`src/rtl/globals_pkg.sv`:
```
// Shared constants for the micromachine, its host bridge and the benches.
// Word length and bridge FIFO depth live here so every consumer agrees.
package globals;
  localparam int WORDLEN      = 32;
  localparam int BRIDGE_DEPTH = 4;
endpackage

```
`src/rtl/mm_sync_fifo.sv`:
```
// Show-ahead synchronous FIFO: head shows the oldest word (0 when empty).
// The caller must never push when full (unless also popping) or pop when empty.
module mm_sync_fifo #(
  parameter int WIDTH = globals::WORDLEN,
  parameter int DEPTH = globals::BRIDGE_DEPTH,
  localparam int PW = $clog2(DEPTH),
  localparam int CW = PW + 1
) (
  input  logic             clk,
  input  logic             rst,
  input  logic             push,
  input  logic             pop,
  input  logic [WIDTH-1:0] din,
  output logic [WIDTH-1:0] head,
  output logic [CW-1:0]    count
);

  logic [WIDTH-1:0] mem_q [DEPTH];
  logic [WIDTH-1:0] mem_d [DEPTH];
  logic [PW-1:0]    wr_ptr_q, wr_ptr_d;
  logic [PW-1:0]    rd_ptr_q, rd_ptr_d;
  logic [CW-1:0]    count_q, count_d;

  always_comb begin
    mem_d    = mem_q;
    wr_ptr_d = wr_ptr_q;
    rd_ptr_d = rd_ptr_q;
    count_d  = count_q;
    if (push) begin
      mem_d[wr_ptr_q] = din;
      wr_ptr_d        = wr_ptr_q + PW'(1);
    end
    if (pop) begin
      rd_ptr_d = rd_ptr_q + PW'(1);
    end
    // Simultaneous push and pop leaves the count alone.
    case ({push, pop})
      2'b10:   count_d = count_q + CW'(1);
      2'b01:   count_d = count_q - CW'(1);
      default: count_d = count_q;
    endcase
  end

  always_ff @(posedge clk or posedge rst) begin
    if (rst) begin
      for (int i = 0; i < DEPTH; i++) mem_q[i] <= '0;
      wr_ptr_q <= '0;
      rd_ptr_q <= '0;
      count_q  <= '0;
    end else begin
      mem_q    <= mem_d;
      wr_ptr_q <= wr_ptr_d;
      rd_ptr_q <= rd_ptr_d;
      count_q  <= count_d;
    end
  end

  assign head  = (count_q != '0) ? mem_q[rd_ptr_q] : '0;
  assign count = count_q;

endmodule

```
`src/rtl/mm_io_bridge.sv`:
```
// Host <-> micromachine strobe bridge: one FIFO per direction plus sticky flags.
// Define MM_BRIDGE_STATS_EN to add saturating 16-bit word counters.
module mm_io_bridge #(
  parameter int WIDTH = globals::WORDLEN,
  parameter int DEPTH = globals::BRIDGE_DEPTH,
  localparam int CW = $clog2(DEPTH) + 1
) (
  input  logic             clk,
  input  logic             rst,
  input  logic [WIDTH-1:0] host_in_data,
  input  logic             host_in_valid,
  output logic             host_in_ready,
  output logic [WIDTH-1:0] mm_din,
  input  logic             mm_din_strb,
  input  logic [WIDTH-1:0] mm_dout,
  input  logic             mm_dout_strb,
  output logic [WIDTH-1:0] host_out_data,
  output logic             host_out_valid,
  input  logic             host_out_ready,
  input  logic             clr_flags,
`ifdef MM_BRIDGE_STATS_EN
  output logic [15:0]      stat_in_words,
  output logic [15:0]      stat_out_words,
`endif
  output logic             underrun,
  output logic             overflow
);

  // Handshake: a transfer happens on a rising edge where valid && ready are
  // both high; the machine side uses single-cycle strobes with no back-pressure.

  logic [CW-1:0] in_count, out_count;
  logic          in_push, in_pop, out_push, out_pop, out_full;
  logic          underrun_evt, overflow_evt;
  logic          underrun_q, underrun_d;
  logic          overflow_q, overflow_d;

  assign host_in_ready  = (in_count != CW'(DEPTH));
  assign in_push        = host_in_valid && host_in_ready;
  assign in_pop         = mm_din_strb && (in_count != '0);
  assign underrun_evt   = mm_din_strb && (in_count == '0);

  assign host_out_valid = (out_count != '0);
  assign out_pop        = host_out_valid && host_out_ready;
  assign out_full       = (out_count == CW'(DEPTH));
  // A full FIFO still accepts a capture when the host frees a slot this cycle.
  assign out_push       = mm_dout_strb && (!out_full || out_pop);
  assign overflow_evt   = mm_dout_strb && out_full && !out_pop;

  mm_sync_fifo #(.WIDTH(WIDTH), .DEPTH(DEPTH)) u_in_fifo (
    .clk   (clk),
    .rst   (rst),
    .push  (in_push),
    .pop   (in_pop),
    .din   (host_in_data),
    .head  (mm_din),
    .count (in_count)
  );

  mm_sync_fifo #(.WIDTH(WIDTH), .DEPTH(DEPTH)) u_out_fifo (
    .clk   (clk),
    .rst   (rst),
    .push  (out_push),
    .pop   (out_pop),
    .din   (mm_dout),
    .head  (host_out_data),
    .count (out_count)
  );

  // A new error in the same cycle as clr_flags wins.
  always_comb begin
    underrun_d = underrun_q;
    overflow_d = overflow_q;
    if (clr_flags) begin
      underrun_d = 1'b0;
      overflow_d = 1'b0;
    end
    if (underrun_evt) underrun_d = 1'b1;
    if (overflow_evt) overflow_d = 1'b1;
  end

  always_ff @(posedge clk or posedge rst) begin
    if (rst) begin
      underrun_q <= 1'b0;
      overflow_q <= 1'b0;
    end else begin
      underrun_q <= underrun_d;
      overflow_q <= overflow_d;
    end
  end

  assign underrun = underrun_q;
  assign overflow = overflow_q;

`ifdef MM_BRIDGE_STATS_EN
  logic [15:0] stat_in_q, stat_in_d;
  logic [15:0] stat_out_q, stat_out_d;

  always_comb begin
    stat_in_d  = stat_in_q;
    stat_out_d = stat_out_q;
    if (clr_flags) begin
      stat_in_d  = '0;
      stat_out_d = '0;
    end else begin
      if (in_pop && stat_in_q != 16'hFFFF)    stat_in_d  = stat_in_q + 16'd1;
      if (out_push && stat_out_q != 16'hFFFF) stat_out_d = stat_out_q + 16'd1;
    end
  end

  always_ff @(posedge clk or posedge rst) begin
    if (rst) begin
      stat_in_q  <= '0;
      stat_out_q <= '0;
    end else begin
      stat_in_q  <= stat_in_d;
      stat_out_q <= stat_out_d;
    end
  end

  assign stat_in_words  = stat_in_q;
  assign stat_out_words = stat_out_q;
`endif

endmodule
```
`config.mk`:
```
export PLATFORM = sky130hd
export DESIGN_NAME = mm_io_bridge
export DESIGN_NICKNAME = d
export VERILOG_FILES = /design/src/rtl/globals_pkg.sv /design/src/rtl/mm_sync_fifo.sv /design/src/rtl/mm_io_bridge.sv
export SDC_FILE = /design/constraint.sdc
export NUM_CORES = 1
export LEC_CHECK = 0
export BUFFER_PORTS_ARGS = -buffer_cell sky130_fd_sc_hd__buf_2
export CORE_ASPECT_RATIO = 0.75
export CORE_UTILIZATION = 40
export DETAILED_ROUTE_END_ITERATION = 10
export SKIP_LAST_GASP = 1
export SLEW_MARGIN = 20
export SYNTH_ARGS = -nofsm -noshare
export SYNTH_HDL_FRONTEND = slang
export SYNTH_SLANG_ARGS = --single-unit
```
`constraint.sdc`:
```
create_clock -name clk -period 13.7 [get_ports clk]
set_clock_uncertainty 0.15 [all_clocks]
set_input_delay 3.425 -clock clk [delete_from_list [all_inputs] [get_ports clk]]
set_output_delay 3.425 -clock clk [all_outputs]
set_load 0.1 [all_outputs]
```
==> results by stage <==
Critical path:
- The category of the worst setup path capture point is a primary output.
- For flop-to-flop paths, the worst setup slack is 11030 ps.
- The data arrival time of the worst path is around 2700 ps.
- The highest net fanout along the worst path is 26.
- The classification of the worst setup path is flop to primary output.
- In this design, the stage delay of the slowest critical-path cell is 590 ps.
- For this design, the slowest cell found on the critical path is mux4_2.
- The required time at the endpoint of the critical path is a little over 10000 ps.
- STA classifies the critical path startpoint as a flop.
- The startpoint identified for the worst register-to-register timing path is u_out_fifo.count[0].
- The reg-to-reg critical path endpoint is u_out_fifo.count[2].
- The worst reg2reg path depth is 8.
- Walking the worst path, the cells encountered are buf_4 -> mux4_2 -> nor2b_1 -> buf_2.

Clocking:
- The root buffer cell chosen for the clock tree is clkbuf_16.
- The total number of H-tree levels is 1.
- Counting the buffers created by CTS gives 29.
- The clock transition at the register clock pins on the worst setup and hold paths after CTS is 60 ps.
- The post-CTS setup-driven buffer insertion count is 0.
- For the worst-skew pair, the clock arrives at the later sink with an insertion delay of 540 ps.
- The clock passes through at most 3 buffers.
- The number of clock sinks is between 200 and 300.
- The quantity of hold-fixing buffers added after cts is 0.
- TritonCTS built the clock tree.
- The number of instances resized during post-cts repair is 0.

Floorplanning:
- The floorplan has 56 rows.
- In this run the count of I/O pins placed on the die edge is 139.
- In this run the standard cell core region covers 31600 um^2.
- The die is 158.0 um tall.
- The horizontal extent of the die is 210.0 um.
- The die area is 33180 um^2.
- The starting utilization of the core area is 41.07%.

Synth:
- The dominant combinational cell family by area after synthesis is multiplexers.
- The fraction of synthesized area in multiplexers is 37.04%.
- The adder-cell area share of the yosys netlist is 1.273%.
- The cell area that synthesis handed to floorplanning was 12980 um^2.
- Of the total synthesized cell area, the portion taken by XOR and XNOR cells is 0.8099%.
- The complex-gate fraction of the synthesized area is 0.1157%.
- Counting flops and latches in the post-synthesis netlist gives 272.
- The post-synthesis net count is approximately 860.
- In this run, distinct cell masters in the synthesized netlist total 26.
- The average cell area after synthesis is 16.66 um^2.
- During synthesis, Yosys emitted a total of 0 warnings.
- After Yosys synthesis, and, or, nand and nor cells account for 4.416% of the synthesized area.
- In the synthesized netlist, the number of instances is 779.
- Summing the sequential cell areas from Yosys gives 52.45% of the chip area.

Job:
- Max-cap violations in this run came to 0.

Final layout:
- The area growth from synthesis to layout is 15.73%.
- The number of nets in the layout is 989.
- Of the cells placed in the final design, the portion with a size suffix greater than 1 is 57.71%.
- The number of fill cells is 2768.

Routing:
- The average via count per standard cell is 5.025.
- The detailed-router iteration count before antenna repair is 4.
- In the final routed layout, each cell accounts on average for roughly 19 um.
- The DRC violations left is 0.
- The remaining antenna violation count after routing is 0.
- The final route contains just under 7000 vias.
- The number of design-rule violations left by the first detailed-router iteration is 337.
- The total detailed-routing wirelength is 25940 um.

Timing:
- Setup violations remaining at the end of the flow were counted as 0.
- The least setup slack across all paths after layout is 7458 ps.
- At the pin with the least slew margin, the transition time is 978.2 ps.
- The setup total negative slack is 0 ps.
- Derived from the worst setup path, the maximum achievable clock frequency is 0.1602 GHz.
- Setup repair after global routing left no endpoint under its margin.
- The clock period minus worst slack is 6243 ps.
- The final critical path takes up 45.57% of the cycle.
- Headroom to the max-slew limit came out at approximately a third.
- The max-slew violation count was 0.
- The final hold violation count is 0.

Global route:
- The number of antenna violations at the first check in global routing is 1.
- The first global-routing pass estimated 42500 um of wire.
- Global routing finished with a remaining overflow of 0.
- The number of global-route vias before repair is approximately 7300.
- For this run, the total global-route usage over all layers was measured as 16.25%.
- Entering global routing, the biggest net connects roughly 150 pins.

Placed design:
- At the placement stage, the worst setup path has a slack of 7928 ps.
- The congestion estimate from routability-driven global placement came to about 0.68.
- Port buffering added 138 buffers.
- The half-perimeter wire length of the detailed placement result is about 15000 um.

Hold path:
- The endpoint with the worst hold slack is u_out_fifo.count[2].
- Along the worst hold path, the cell count comes to 1.
- The startpoint identified for the worst hold timing path is u_out_fifo.count[2].
- The kind of path behind the tightest hold check is flop to flop.

Outcome:
- The run finished with clean final reports.
-- flip-flops by register name, summed over array words and instances, names as in the netlist --
signal               count
overflow                 1
u_in_fifo.count          3
u_in_fifo.mem_q        128
u_in_fifo.rd_ptr_q       2
u_in_fifo.wr_ptr_q       2
u_out_fifo.count         3
u_out_fifo.mem_q       128
u_out_fifo.rd_ptr_q      2
u_out_fifo.wr_ptr_q      2
underrun                 1
-- worst max path at each step --
stage,startpoint,endpoint
6_report,u_in_fifo.rd_ptr_q[0],mm_din[14]
4_1_cts,u_in_fifo.rd_ptr_q[0],mm_din[14]
3_3_place_gp,host_out_ready,u_out_fifo.count[2]
3_5_place_dp,host_out_ready,u_out_fifo.count[2]
2_1_floorplan,rst,overflow
5_1_grt,u_in_fifo.rd_ptr_q[0],mm_din[14]
-- kinds of logic (layout without fill, tap and decap cells) --
family | Yosys count | after routing
buf+inv | 65 | 213
xor+xnor | 12 | 12
simple gates | 92 | 92
compound gates | 3 | 3
fa+ha+maj | 12 | 12
mux | 323 | 323
flops | 272 | 272
other cells | 0 | 1
-- metrics by stage --
step | std cells | util, % | area, um^2 | hold slack [ps]
final | 1363 | 47.53 | 15020 | 342.8
after global routing | 1362 | 47.52 | 15020 | 362.4
after CTS | 1362 | 47.52 | 15020 | 347.4
after detailed placement | 1310 | 43.95 | 13890 | 333.2
after global placement | 1310 | 43.95 | 13890 | 331.5
after floorplan | 779 | - | 12980 | 304.9
-- cell usage in the layout (no fill, tap or decap), types with 10 or more instances in the layout --
| cell | instances |
|---|---|
| ha_1 | 10 |
| dfrtp_1 | 269 |
| inv_1 | 12 |
| buf_2 | 138 |
| bufinv_16 | 10 |
| nor2b_1 | 33 |
| and2_1 | 33 |
| mux2_2 | 138 |
| mux2_4 | 120 |
| mux4_2 | 64 |
| clkbuf_16 | 29 |
-- final cells by class --
class / instances / area, um^2 / area share [%]
clock buffer: 32 / 757.0 / 5.040
antenna: 1 / 2.502 / 0.01666
tap: 435 / 544.3 / 3.624
inverter: 13 / 56.30 / 0.3749
timing repair buffer: 148 / 778.2 / 5.182
multi-input combinational: 442 / 5700 / 37.96
clock inverter: 20 / 369.1 / 2.458
sequential: 272 / 6810 / 45.35
-- metal layers --
metal,part of all wire [%],GRT usage [%],vias to the layer above
li1,-,-,3059
met1,49,24.54,3639
met2,45,24.25,112
met3,3.3,2.817,39
met4,2.1,3.823,0
met5,0,0,-
-- synth_stat cells --
cell	instances	area, um^2
and2_1	33	206.5
and3_4	4	45.04
buf_12	12	240.2
buf_2	23	115.1
buf_6	5	56.30
clkbuf_1	12	45.04
dfrtp_1	272	6807
fa_1	2	40.04
ha_1	10	125.1
inv_1	13	48.80
mux2_2	138	1554
mux2_4	120	1802
mux2i_1	1	10.01
mux4_2	64	1441
nand2_1	9	33.78
nand2b_1	1	6.260
nand3_1	1	5.000
nor2_1	7	26.28
nor2b_1	33	206.5
nor3_1	1	5.000
nor4b_4	1	23.77
o21ai_0	3	15.01
or3_1	1	6.260
or3b_1	1	8.760
xnor2_1	5	43.79
xor2_1	7	61.31
-- worst max-delay path: cells and delay by family (launching register included) --
kind	cells	cell delay [ps]
buf+inv	2	830
flops	1	530
mux	1	590
simple gates	1	150
Power is left out: the tool's default activity adds up to more than one toggle a clock period on the data nets, which glitch-free logic cannot reach.
